$ cat config.mk
export PLATFORM = sky130hd
export DESIGN_NAME = mux_arb_reg_n
export DESIGN_NICKNAME = d
export VERILOG_FILES = /design/src/rtl/mux_arb_reg_n_pkg.sv /design/src/rtl/rr_grant_n.sv /design/src/rtl/mux_arb_reg_n.sv
export SDC_FILE = /design/constraint.sdc
export NUM_CORES = 1
export LEC_CHECK = 0
export ABC_CLOCK_PERIOD_IN_PS = 5300
export BUFFER_PORTS_ARGS = -buffer_cell sky130_fd_sc_hd__buf_2
export CAP_MARGIN = 10
export CORE_MARGIN = 1.5
export CORE_UTILIZATION = 46
export DETAILED_ROUTE_END_ITERATION = 10
export GPL_TIMING_DRIVEN = 1
export PLACE_DENSITY = 0.87
export RECOVER_POWER = 100
export REMOVE_ABC_BUFFERS = 1
export SYNTH_ARGS = -nofsm -noshare
export SYNTH_HDL_FRONTEND = slang
export SYNTH_SLANG_ARGS = --single-unit
$ cat constraint.sdc
create_clock -name clk -period 5.3 [get_ports clk]
set_input_delay 1.06 -clock clk [delete_from_list [all_inputs] [get_ports clk]]
set_output_delay 1.06 -clock clk [all_outputs]
set_load 0.005 [all_outputs]
$ cat src/rtl/mux_arb_reg_n_pkg.sv
// Shared definitions for the registered N-channel arbitrating mux.
// Exports the mode encoding used on the top-level 'mode' port.
package mux_arb_reg_n_pkg;

    // Select policy: fixed channel via 'sel' or round-robin over all channels.
    typedef enum logic {
        MODE_FIXED = 1'b0,
        MODE_RR    = 1'b1
    } mode_e;

endpackage : mux_arb_reg_n_pkg

$ cat src/rtl/rr_grant_n.sv
// Round-robin grant: picks the first asserted request at or above ptr, wrapping mod N.
// Purely combinational (rotate by ptr, priority-encode lowest bit, unrotate).
// Ports:
//   req       in  N       request vector
//   ptr       in  SEL_W   search start index, always < N
//   gnt_valid out 1       at least one request asserted
//   gnt_idx   out SEL_W   granted channel index (0 when gnt_valid=0)
module rr_grant_n #(
    parameter int unsigned N     = 4,
    parameter int unsigned SEL_W = 2
) (
    input  logic [N-1:0]     req,
    input  logic [SEL_W-1:0] ptr,
    output logic             gnt_valid,
    output logic [SEL_W-1:0] gnt_idx
);

    logic [N-1:0]     rot;
    logic [SEL_W-1:0] off;
    int unsigned      src;
    int unsigned      sum;

    // Rotate so that bit 0 of rot corresponds to channel ptr.
    always_comb begin
        rot = '0;
        src = 0;
        for (int unsigned i = 0; i < N; i++) begin
            src = int'(ptr) + i;
            if (src >= N) src = src - N;
            rot[i] = req[SEL_W'(src)];
        end
    end

    // Lowest set bit of the rotated vector wins.
    always_comb begin
        gnt_valid = 1'b0;
        off       = '0;
        for (int i = int'(N) - 1; i >= 0; i--) begin
            if (rot[i]) begin
                gnt_valid = 1'b1;
                off       = SEL_W'(i);
            end
        end
    end

    // Map the rotated offset back to an absolute channel index.
    always_comb begin
        sum = int'(ptr) + int'(off);
        if (sum >= N) sum = sum - N;
        gnt_idx = gnt_valid ? SEL_W'(sum) : '0;
    end

endmodule : rr_grant_n

$ cat src/rtl/mux_arb_reg_n.sv
// N-channel WIDTH-bit registered mux with valid/ready on every channel and on the output.
// Fixed-select or round-robin arbitration feeds a one-entry output register that
// sustains one word per cycle when the consumer is ready.
// Ports:
//   clk, reset (async, active-high)
//   mode     in  1         0 = fixed via sel, 1 = round-robin
//   sel      in  SEL_W     fixed-mode channel index
//   in_valid in  N         per-channel valid
//   in_data  in  N*WIDTH   channel k at [k*WIDTH +: WIDTH]
//   in_ready out N         one-hot (or zero) combinational accept
//   out_valid/out_data/out_src  registered output word and its source channel
//   out_ready in 1         consumer accept
module mux_arb_reg_n
    import mux_arb_reg_n_pkg::*;
#(
    parameter int unsigned WIDTH = 32,
    parameter int unsigned N     = 4,
    parameter int unsigned SEL_W = 2
) (
    input  logic                 clk,
    input  logic                 reset,
    input  logic                 mode,
    input  logic [SEL_W-1:0]     sel,
    input  logic [N-1:0]         in_valid,
    input  logic [N*WIDTH-1:0]   in_data,
    output logic [N-1:0]         in_ready,
    output logic                 out_valid,
    output logic [WIDTH-1:0]     out_data,
    output logic [SEL_W-1:0]     out_src,
    input  logic                 out_ready
);

    logic [SEL_W-1:0] rr_ptr;
    logic             rr_valid;
    logic [SEL_W-1:0] rr_idx;
    logic             fix_valid;
    logic             load_en_c;
    logic             gnt_valid_c;
    logic [SEL_W-1:0] gnt_idx_c;
    logic [WIDTH-1:0] gnt_data_c;

    rr_grant_n #(
        .N     (N),
        .SEL_W (SEL_W)
    ) u_rr_grant (
        .req       (in_valid),
        .ptr       (rr_ptr),
        .gnt_valid (rr_valid),
        .gnt_idx   (rr_idx)
    );

    // Fixed-mode eligibility; a sel value >= N matches no channel and never grants.
    always_comb begin
        fix_valid = 1'b0;
        for (int unsigned k = 0; k < N; k++) begin
            if (sel == SEL_W'(k) && in_valid[k]) fix_valid = 1'b1;
        end
    end

    // Grant only when the output register can accept and reset is released.
    assign load_en_c   = !out_valid || out_ready;
    assign gnt_idx_c   = (mode == MODE_RR) ? rr_idx : sel;
    assign gnt_valid_c = load_en_c && !reset &&
                         ((mode == MODE_RR) ? rr_valid : fix_valid);

    // One-hot ready and data select for the granted channel.
    always_comb begin
        in_ready   = '0;
        gnt_data_c = '0;
        for (int unsigned k = 0; k < N; k++) begin
            if (gnt_idx_c == SEL_W'(k)) begin
                in_ready[k] = gnt_valid_c;
                gnt_data_c  = in_data[k*WIDTH +: WIDTH];
            end
        end
    end

    // Output register and round-robin pointer.
    always_ff @(posedge clk or posedge reset) begin
        if (reset) begin
            out_valid <= 1'b0;
            out_data  <= '0;
            out_src   <= '0;
            rr_ptr    <= '0;
        end else if (gnt_valid_c) begin
            out_valid <= 1'b1;
            out_data  <= gnt_data_c;
            out_src   <= gnt_idx_c;
            if (mode == MODE_RR) begin
                rr_ptr <= (int'(gnt_idx_c) == int'(N) - 1) ? '0 : gnt_idx_c + SEL_W'(1);
            end
        end else if (out_ready) begin
            out_valid <= 1'b0;
        end
    end

endmodule : mux_arb_reg_n

==> run metrics, run 1 <==
status=finished with violations; failing checks=capacitance limit, slew limit; Max-cap violations=1; Internal Power=0.996 mW; Synth top area share=0.344; antenna-violating nets left=0; core box area=0.00557 mm2; Synth area leader=dfrtp_1; WHS Path Cells=1; CP Launch Type=input port; placed cells=508; GPL Wtd Cong=0.808; leak pwr=1.71 nW; r2r setup slk=1.30 ns; Worst Tran Pin Value=1.97 ns; Sink Count=37; drt drc=0; FF-to-FF End=out_data[20]; Post-Synthesis Cells=280; Crit Reg-Reg Startpoint=rr_ptr[0]; clock latency on the worst-skew pair=0.28 ns; Tcrit/Tclk final=0.848; Clk pwr share=0.150; die area=0.00631 mm2; Vias=2887; H-tree depth=2; Post-synth top cells=37 x dfrtp_1, 35 x nand2_1, 34 x nor2_1; GRT Total Usage=0.253; Resize count post-CTS=0; PortBufs=176; sw frac=0.406; Synth cell types=33; Top FF cell, synth=dfrtp_1; sequential share of power=0.297; Die Wd=79.5 um; Setup TNS Final=0 ns; initial antenna violation count=0; CTS Buffer Depth=2; fin worst setup slack=0.803 ns; Pwr Total=approximately 1.7 mW; Ports=about 180; synth-to-layout area growth=31.7%; f_max=between 200 and 250 MHz; final std cells w/o fill=516; WL per Instance=15.7 um; Hold Buf Count CTS=0; DR iter-0 viols=162; Syn. warnings=0; drt pass-1 iters=5; min cycle time layout=between 4 and 5 ns; Peak VDD IR=0.343 mV; pre-CTS setup slack=0.730 ns; post-route core utilization=0.635; clock-pin slew on the worst setup and hold paths=0.07 ns; combinational power share=0.553; most numerous cell in the Yosys netlist=dfrtp_1; asr flop ratio synth=1.00; Worst Skew=0.00541 ns; dpl hpwl=5.97 mm; initial core utilization=0.482; grt total ovfl=0; Setup Viol. Count Final=0; CTS buffer count=5; number of global-route vias before repair=around 2.8k; Min Hold Slack=0.489 ns; min-delay src=out_data[24]; Root Buffer Master=clkbuf_8; P_sw=between 0.6 and 0.7 mW; vias per cell=approximately 5.6; Avg Cell Area, Syn=9.60 um2; Site Rows=27; largest cells by area after synthesis=dfrtp_1 34%, mux2_4 15%, a221oi_1 10%, o31ai_1 8.7%, nand2_1 4.9%; Synth Cell Area=0.00269 mm2; die height=approximately 80 um; Worst EP arrival=4.72 ns; Crit Path Class=in -> reg; nets@finish=586; headroom to the max-slew limit=-0.314; hold path endpoint=out_data[24]; flops & latches, synth=37; Reg2Reg Depth=11; largest net degree at the start of global routing=64; Detailed Route WL=8.12 mm; Final Instance Area=about 0.0035 mm2; Final Hold Viols=0; sequential area share after synthesis=0.344; worst-path fanout max=22; Post-synth EDFFs=0; CTS tree=done; Ant. Diodes=0; dpl cell area=0.00357 mm2; Slew Viols, Final=38; pwr dens=474 mW/mm2; Post-CTS Repair Setup Buffers=0; RSZ-0062 raised after global routing=false; HP Class=reg -> reg; Req. time, crit path=5.52 ns; Worst Setup End Kind=flop; layout cells sized above 1=0.392; first-pass GRT wire length=12.6 mm
==> power groups by stage <==
stage                     Sequential, mW  Combinational [mW]  Clock [mW]
after CTS                          0.501                1.05       0.256
after global routing               0.511                1.04       0.269
final                              0.498               0.928       0.252
after detailed placement           0.502                1.04           0
after global placement             0.494                1.01           0
after floorplan                    0.502               0.673           0
==> worst max path at each step <==
stage | to | cells past startpoint | from
detailed placement | out_data[17] | 13 | in_valid[2]
global placement | out_data[7] | 13 | in_valid[2]
finish | out_data[20] | 13 | in_valid[3]
floorplan | in_ready[3] | 9 | in_valid[2]
global route | out_data[20] | 14 | in_valid[3]
CTS | in_ready[1] | 11 | in_valid[3]
==> state kept, by name (all words and copies together), names as in the netlist <==
| signal | flops |
|---|---|
| out_src | 2 |
| rr_ptr | 2 |
| out_valid | 1 |
| out_data | 32 |
==> critical path, stage by stage <==
cell       delay, ns
clkbuf_1        0.13
inv_1           0.10
and3_1          0.17
o21ai_0         0.17
o2111ai_1       0.14
ha_1            0.32
nand2_1         0.07
o21ai_0         0.36
ha_1            0.57
clkbuf_1        0.84
a221oi_1        0.24
o31ai_1         0.35
mux2_1          0.18
==> final cells by class <==
| class | count | area (um2) |
|---|---|---|
| Timing Repair Buffer | 183 | 888 |
| Clock inverter | 1 | 30.0 |
| Clock buffer | 7 | 86.3 |
| Inverter | 9 | 33.8 |
| Sequential cell | 37 | 926 |
| Tap cell | 72 | 90.1 |
| Multi-Input combinational cell | 207 | 1490 |
| Fill cell | 504 | 2030 |
==> cell families after synthesis <==
family	synth area share
and+or+nand+nor	0.125
muxes	0.203
buffers and inverters	0.0679
adders and majority gates	0.0233
AOI/OAI and AO/OA	0.237
DFF	0.344
==> routing by layer <==
metal	global-route usage	share of wire
met5	0	0
met4	0.0877	0.012
met3	0.0423	0.064
met2	0.474	0.52
met1	0.285	0.40
==> cells in the final DEF, fill, tap and decap left out, types with 2 or more instances in the layout <==
| cell | netlist | routed |
|---|---|---|
| nor2_1 | 34 | 34 |
| a31oi_1 | 2 | 2 |
| mux2_4 | 26 | 2 |
| clkbuf_8 | 0 | 6 |
| o21a_1 | 2 | 2 |
| mux2_1 | 0 | 24 |
| buf_1 | 1 | 2 |
| buf_4 | 0 | 4 |
| nand2b_1 | 2 | 2 |
| dfrtp_1 | 37 | 37 |
| a21oi_1 | 4 | 4 |
| ha_1 | 5 | 5 |
| clkbuf_1 | 22 | 29 |
| o31ai_1 | 31 | 31 |
| buf_2 | 0 | 149 |
| mux2_2 | 10 | 10 |
| o21ai_0 | 6 | 6 |
| mux2i_1 | 2 | 2 |
| a221oi_1 | 31 | 31 |
| inv_1 | 9 | 9 |
| nor3_1 | 2 | 2 |
| nand2_1 | 35 | 35 |
Note: power is estimated with default switching activity, not from simulation.
==> run 2: changes to the inputs <==
--- a/config.mk
+++ b/config.mk
@@ -5,14 +5,15 @@
 export SDC_FILE = /design/constraint.sdc
 export NUM_CORES = 1
 export LEC_CHECK = 0
-export ABC_CLOCK_PERIOD_IN_PS = 5300
+export ABC_AREA = 1
+export ABC_CLOCK_PERIOD_IN_PS = 3700
 export BUFFER_PORTS_ARGS = -buffer_cell sky130_fd_sc_hd__buf_2
 export CAP_MARGIN = 10
 export CORE_MARGIN = 1.5
-export CORE_UTILIZATION = 46
+export CORE_UTILIZATION = 41
 export DETAILED_ROUTE_END_ITERATION = 10
 export GPL_TIMING_DRIVEN = 1
-export PLACE_DENSITY = 0.87
+export PLACE_DENSITY = 0.79
 export RECOVER_POWER = 100
 export REMOVE_ABC_BUFFERS = 1
 export SYNTH_ARGS = -nofsm -noshare
==> constraint.sdc (replaced) <==
create_clock -name clk -period 3.7 [get_ports clk]
set_input_delay 0.74 -clock clk [delete_from_list [all_inputs] [get_ports clk]]
set_output_delay 0.74 -clock clk [all_outputs]
set_load 0.005 [all_outputs]
==> run metrics, run 2 <==
first-pass GRT wire length=13.5 mm; commonest cells after routing, fill and taps aside=145 x buf_2, 83 x nand2_1, 65 x a21oi_1; M3 GR Usage=0.0526; Post-Synthesis Cells=402; Slowest Stage Delay on Critical Path=0.47 ns; Synth Cell Area=between 0.003 and 0.004 mm2; Syn. warnings=0; flops & latches, synth=37; Setup Viol. Count Final=0; Worst Tran Pin Value=2.04 ns; antenna-violating nets left=0; headroom to the max-slew limit=-0.361; drt drc=0; GR Util met2=0.394; global route hottest layer=met2; worst-path fanout max=7; Req. time, crit path=2.96 ns; CTS Buffer Depth=2; synth-to-layout area growth=29.6%; largest net degree at the start of global routing=40; Root Buffer Master=clkbuf_8; min cycle time layout=3.48 ns; Die Wd=89.5 um; largest cells by area after synthesis=dfrtp_1 30%, a21oi_1 11%, mux2i_1 10%, nand2_1 10%, o21ai_2 9.1%; footprint of the multi-input gates=0.00184 mm2; Slew Viols, Final=38; Hold Buf Count CTS=0; pwr dens=806 mW/mm2; initial antenna violation count=0; sequential area share after synthesis=0.302; dpl cell area=around 0.0039 mm2; Synth area leader=dfrtp_1; number of global-route vias before repair=just under 3k; Tcrit/Tclk final=0.940; Critical Path, Cell by Cell=buf_4 -> nand2_1 -> nand3_1 -> nand2_1 -> nand3_1 -> a21oi_2 -> ha_1 -> xor2_1 -> nand3_1 -> nand2_1 -> inv_1 -> nand2_1 -> nand2_1 -> inv_1 -> ha_2 -> inv_1 -> nor2_1 -> buf_2; Biggest register=out_data; final std cells w/o fill=667; PortBufs=176; Vias=roughly 3.3k; Detailed Route WL=9.14 mm; Sequential cell area=928 um2; Peak VDD IR=0.407 mV; status=finished with violations; Final Hold Viols=0; Crit Path Class=reg -> out; nets@finish=711; CTS tree=done; met1 global-route usage=0.269; initial core utilization=0.423; failing checks=capacitance limit, slew limit; die height=89.5 um; post-route core utilization=0.548; CTS buffer count=5; asr flop ratio synth=1.00; Max-cap violations=1; GPL Wtd Cong=0.854; core box area=0.00725 mm2; most common cell after layout, fill and taps aside=buf_2; leak pwr=2.00 nW; DR iter-0 viols=117; CP Launch Type=flop; placed cells=658; Filler cells=around 730; Post-synth top cells=84 x nand2_1, 66 x a21oi_1, 38 x nand2_2, 38 x nor2_1, 37 x dfrtp_1; Site Rows=31; Avg Cell Area, Syn=7.63 um2; Ant. Diodes=0; drt pass-1 iters=5; WL per Instance=approximately 14 um; dpl hpwl=6.71 mm; Worst Skew=around 0.0021 ns; Top FF cell, synth=dfrtp_1; Post-synth EDFFs=0; GRT Total Usage=0.219; number of flip-flops in the largest register=32; Most common cell on crit path=nand2_1; Worst Setup End Kind=primary output; Final Instance Area=0.00397 mm2; Top Registers=out_data: 32 flops, out_src: 2 flops, rr_ptr: 2 flops; f_max=roughly 290 MHz; clock-pin slew on the worst setup and hold paths=0.07 ns; die area=~0.0080 mm2; grt total ovfl=0; layout cells sized above 1=0.423; Synth cell types=27; Sink Count=37; vias per cell=4.98; RSZ-0062 raised after global routing=false; Worst EP arrival=~2.7 ns; most numerous cell in the Yosys netlist=nand2_1; Ports=177; HP Class=reg -> reg; crit path max-delay cell type=dfrtp_2; clock latency on the worst-skew pair=0.29 ns; Synth top area share=0.302; H-tree depth=2
==> run 2: cell count changes after synthesis, moves of 4 or more <==
| cell | before | now |
|---|---|---|
| nand3_1 | 0 | 8 |
| mux2_2 | 10 | 0 |
| o21ai_2 | 0 | 32 |
| nand2_2 | 0 | 38 |
| buf_2 | 0 | 4 |
| nor2_1 | 34 | 38 |
| clkbuf_1 | 22 | 12 |
| o31ai_1 | 31 | 0 |
| a21oi_1 | 4 | 66 |
| mux2i_1 | 2 | 32 |
| nand2_1 | 35 | 84 |
| mux2_4 | 26 | 0 |
| a221oi_1 | 31 | 0 |
| inv_1 | 9 | 19 |
==> run 2: cell type report <==
class | instances | share of cell area
Inverter | 21 | 0.0198
Timing Repair Buffer | 187 | 0.230
Tap cell | 99 | 0.0312
Sequential cell | 37 | 0.234
Clock buffer | 7 | 0.0217
Multi-Input combinational cell | 316 | 0.464
==> run 2: repair_timing <==
item / 4_1_cts / 5_1_grt
gates resized for setup: 0 / 5
hold endpoints to repair: 0 / 0
endpoints found under the setup margin: 0 / 4
setup buffers: 0 / 2
==> run 2: final timing paths <==
check | startpoint | endpoint | slack, ns | cells after the start
max in group asynchronous | reset | rr_ptr[0] | 1.16 | 3
min reg2reg | out_data[2] | out_data[2] | 0.49 | 2
min | out_data[2] | out_data[2] | 0.49 | 2
max | rr_ptr[0] | in_ready[1] | 0.22 | 18
min in group asynchronous | reset | out_data[15] | 1.22 | 3
max reg2reg | rr_ptr[0] | out_data[6] | 0.43 | 22
==> run 2: critical path: cells and delay by family (launching register included) <==
family	cells	cell delay, ns
adders and majority gates	2	0.38
buffers and inverters	5	0.48
AOI/OAI and AO/OA	1	0.14
DFF	1	0.47
and+or+nand+nor	9	0.79
xor gates and xnor gates	1	0.18
==> run 2: stage by stage <==
| step | total power, mW | setup WS (ns) | TNS, ns | hold WS (ns) |
|---|---|---|---|---|
| after detailed placement | 2.94 | 0.237 | 0 | 0.470 |
| final | 3.20 | 0.221 | 0 | 0.491 |
| after CTS | 3.24 | 0.0317 | 0 | 0.487 |
| after global placement | 2.86 | 0.350 | 0 | 0.466 |
| after global routing | 3.50 | 0.000876 | 0 | 0.507 |
| after floorplan | 2.27 | -0.280 | -9.43 | 0.472 |
==> run 2: kinds of logic after synthesis <==
group | count (synthesis) | synth area share
and+or+nand+nor | 173 | 0.258
AOI/OAI and AO/OA | 105 | 0.215
buffers and inverters | 49 | 0.0971
DFF | 37 | 0.302
muxes | 32 | 0.104
adders and majority gates | 5 | 0.0204
xor gates and xnor gates | 1 | 0.00286
==> run 2: per-layer routing <==
| metal | vias to the layer above | share of wire |
|---|---|---|
| li1 | 1654 | - |
| met3 | 7 | 0.063 |
| met1 | 1519 | 0.41 |
| met4 | 0 | 0.0058 |
| met2 | 142 | 0.52 |
| met5 | - | 0 |
==> run 2: power breakdown <==
| part | switching [mW] | internal, mW |
|---|---|---|
| clock network | 0.145 | 0.148 |
| logic | 1.31 | 0.872 |
| registers | 0.142 | 0.587 |
| total | 1.60 | 1.61 |
==> run 3: changes to the inputs <==
--- a/config.mk
+++ b/config.mk
@@ -13,7 +13,7 @@
 export CORE_UTILIZATION = 41
 export DETAILED_ROUTE_END_ITERATION = 10
 export GPL_TIMING_DRIVEN = 1
-export PLACE_DENSITY = 0.79
+export PLACE_DENSITY_LB_ADDON = 0.25
 export RECOVER_POWER = 100
 export REMOVE_ABC_BUFFERS = 1
 export SYNTH_ARGS = -nofsm -noshare
==> run metrics, run 3 (synthesized netlist as in run 2, its figures left out) <==
Worst Tran Pin Value=2.00 ns; Worst Setup End Kind=primary output; GRT Total Usage=0.209; H-tree depth=2; drt pass-1 iters=6; Crit path depth=18; Peak VDD IR=between 0.4 and 0.5 mV; number of flip-flops in the largest register=32; fin worst setup slack=around 0.24 ns; Crit Reg-Reg Startpoint=rr_ptr[0]; GPL Wtd Cong=0.940; largest net degree at the start of global routing=42; headroom to the max-slew limit=-0.336; Ports=~180; DR iter-0 viols=~110; GR Util met2=0.367; crit path max-delay cell type=dfrtp_2; CP endpoint=in_ready[0]; number of global-route vias before repair=2789; grt total ovfl=0; pre-CTS setup slack=between 0.2 and 0.25 ns; layout cells sized above 1=0.436; Biggest register=out_data; vias per cell=roughly 4.8; Tcrit/Tclk final=0.934; Most common cell on crit path=nand2_1; Final Hold Viols=0; worst-path fanout max=8; Site Rows=31; pwr dens=800 mW/mm2; Worst EP arrival=between 2 and 3 ns; die height=89.5 um; family with the most delay on the worst path=simple AND/OR/NAND/NOR gates; Detailed Route WL=about 8.6 mm; core box area=~0.0073 mm2; Setup Viol. Count Final=0; r2r setup slk=0.45 ns; min cycle time layout=3.46 ns; Top Registers=out_data: 32 flops, out_src: 2 flops, rr_ptr: 2 flops; Sink Count=37; CP Launch Type=flop; Crit Path Class=reg -> out; die area=0.00800 mm2; HP Class=reg -> reg; leak pwr=2.04 nW; Ant. Diodes=0; first-pass GRT wire length=12.9 mm; status=finished with violations; initial core utilization=0.423; Die Wd=89.5 um; CTS tree=done; global route hottest layer=met2; commonest cells after routing, fill and taps aside=150 x buf_2, 84 x nand2_1, 66 x a21oi_1; M3 GR Usage=0.0397; dpl hpwl=6.58 mm; Hold Buf Count CTS=0; PortBufs=176; Req. time, crit path=2.96 ns; synth-to-layout area growth=31.2%; f_max=289 MHz; crit path buf inv count=5; WL per Instance=12.9 um; drt drc=0; worst setup path startpoint=rr_ptr[0]; Vias=3215; antenna-violating nets left=0; clock-pin slew on the worst setup and hold paths=0.07 ns; Max-cap violations=1; clock latency on the worst-skew pair=0.28 ns; FF-to-FF End=out_data[19]; Critical Path, Cell by Cell=buf_4 -> nand2_1 -> nand3_1 -> nand2_1 -> nand3_1 -> a21oi_1 -> ha_1 -> xor2_1 -> nand3_1 -> nand2_1 -> inv_1 -> nand2_1 -> nand2_1 -> inv_1 -> ha_1 -> inv_1 -> nor2_1 -> buf_2; Worst Skew=0.00424 ns; Setup TNS Final=0 ns; Reg2Reg Depth=22; nets@finish=714; failing checks=capacitance limit, slew limit; CTS buffer count=5; most common cell after layout, fill and taps aside=buf_2; Slowest Stage Delay on Critical Path=between 0.4 and 0.5 ns; Slew Viols, Final=38; initial antenna violation count=0; Root Buffer Master=clkbuf_8; met1 global-route usage=0.258; CTS Buffer Depth=2
-- run 3: cell types whose count changed in the layout (fill, tap and decap cells not counted), sizes merged --
cell / delta
buf: +10
clkbuf: -7
clkinv: -1
inv: +1
-- run 3: repair_timing --
item                                    4_1_cts  5_1_grt
setup buffers                                 0        3
resized for setup                             0        3
endpoints found under the setup margin        0        7
-- run 3: cell type report --
type | count | area (um2)
Clock buffer | 7 | 86.3
Fill cell | 730 | 3230
Inverter | 21 | 78.8
Multi-Input combinational cell | 316 | 1860
Sequential cell | 37 | 927
Tap cell | 99 | 124
Timing Repair Buffer | 190 | 947
-- run 3: per-stage QoR --
stage                     utilization  hold WS, ns  power (mW)  std cells  instance area [um2]
after global routing            0.555        0.508        3.55        670                 4020
after CTS                       0.555        0.486        3.24        667                 4030
final                           0.555        0.478        3.22        670                 4020
after floorplan                     -        0.472        2.27        374                 2850
after detailed placement        0.543        0.467        2.95        660                 3940
after global placement          0.543        0.459        2.90        660                 3940
-- run 3: worst min-delay path by stage --
stage	from	end	slack, ns	cells past startpoint
2_1_floorplan	out_src[1]	out_src[1]	0.47	2
3_3_place_gp	out_src[1]	out_src[1]	0.46	2
3_5_place_dp	out_src[1]	out_src[1]	0.47	2
4_1_cts	out_src[1]	out_src[1]	0.49	2
5_1_grt	out_data[11]	out_data[11]	0.51	2
6_report	out_src[1]	out_src[1]	0.48	2
-- run 3: worst min-delay path, cell delays in order, from the launching register on --
cell and delay, ns:
dfrtp_1 0.34, nand2_1 0.05, nand2_1 0.05
-- run 3: where the power goes --
group          internal [mW]  switching (mW)
Clock                  0.148           0.132
Sequential             0.586           0.137
Combinational          0.918            1.30
-- run 3: metal layers --
metal / vias up / routed length [um]
li1: 1652 / -
met1: 1417 / 3660
met2: 134 / 4320
met3: 12 / 481
met4: 0 / 156
met5: - / 0
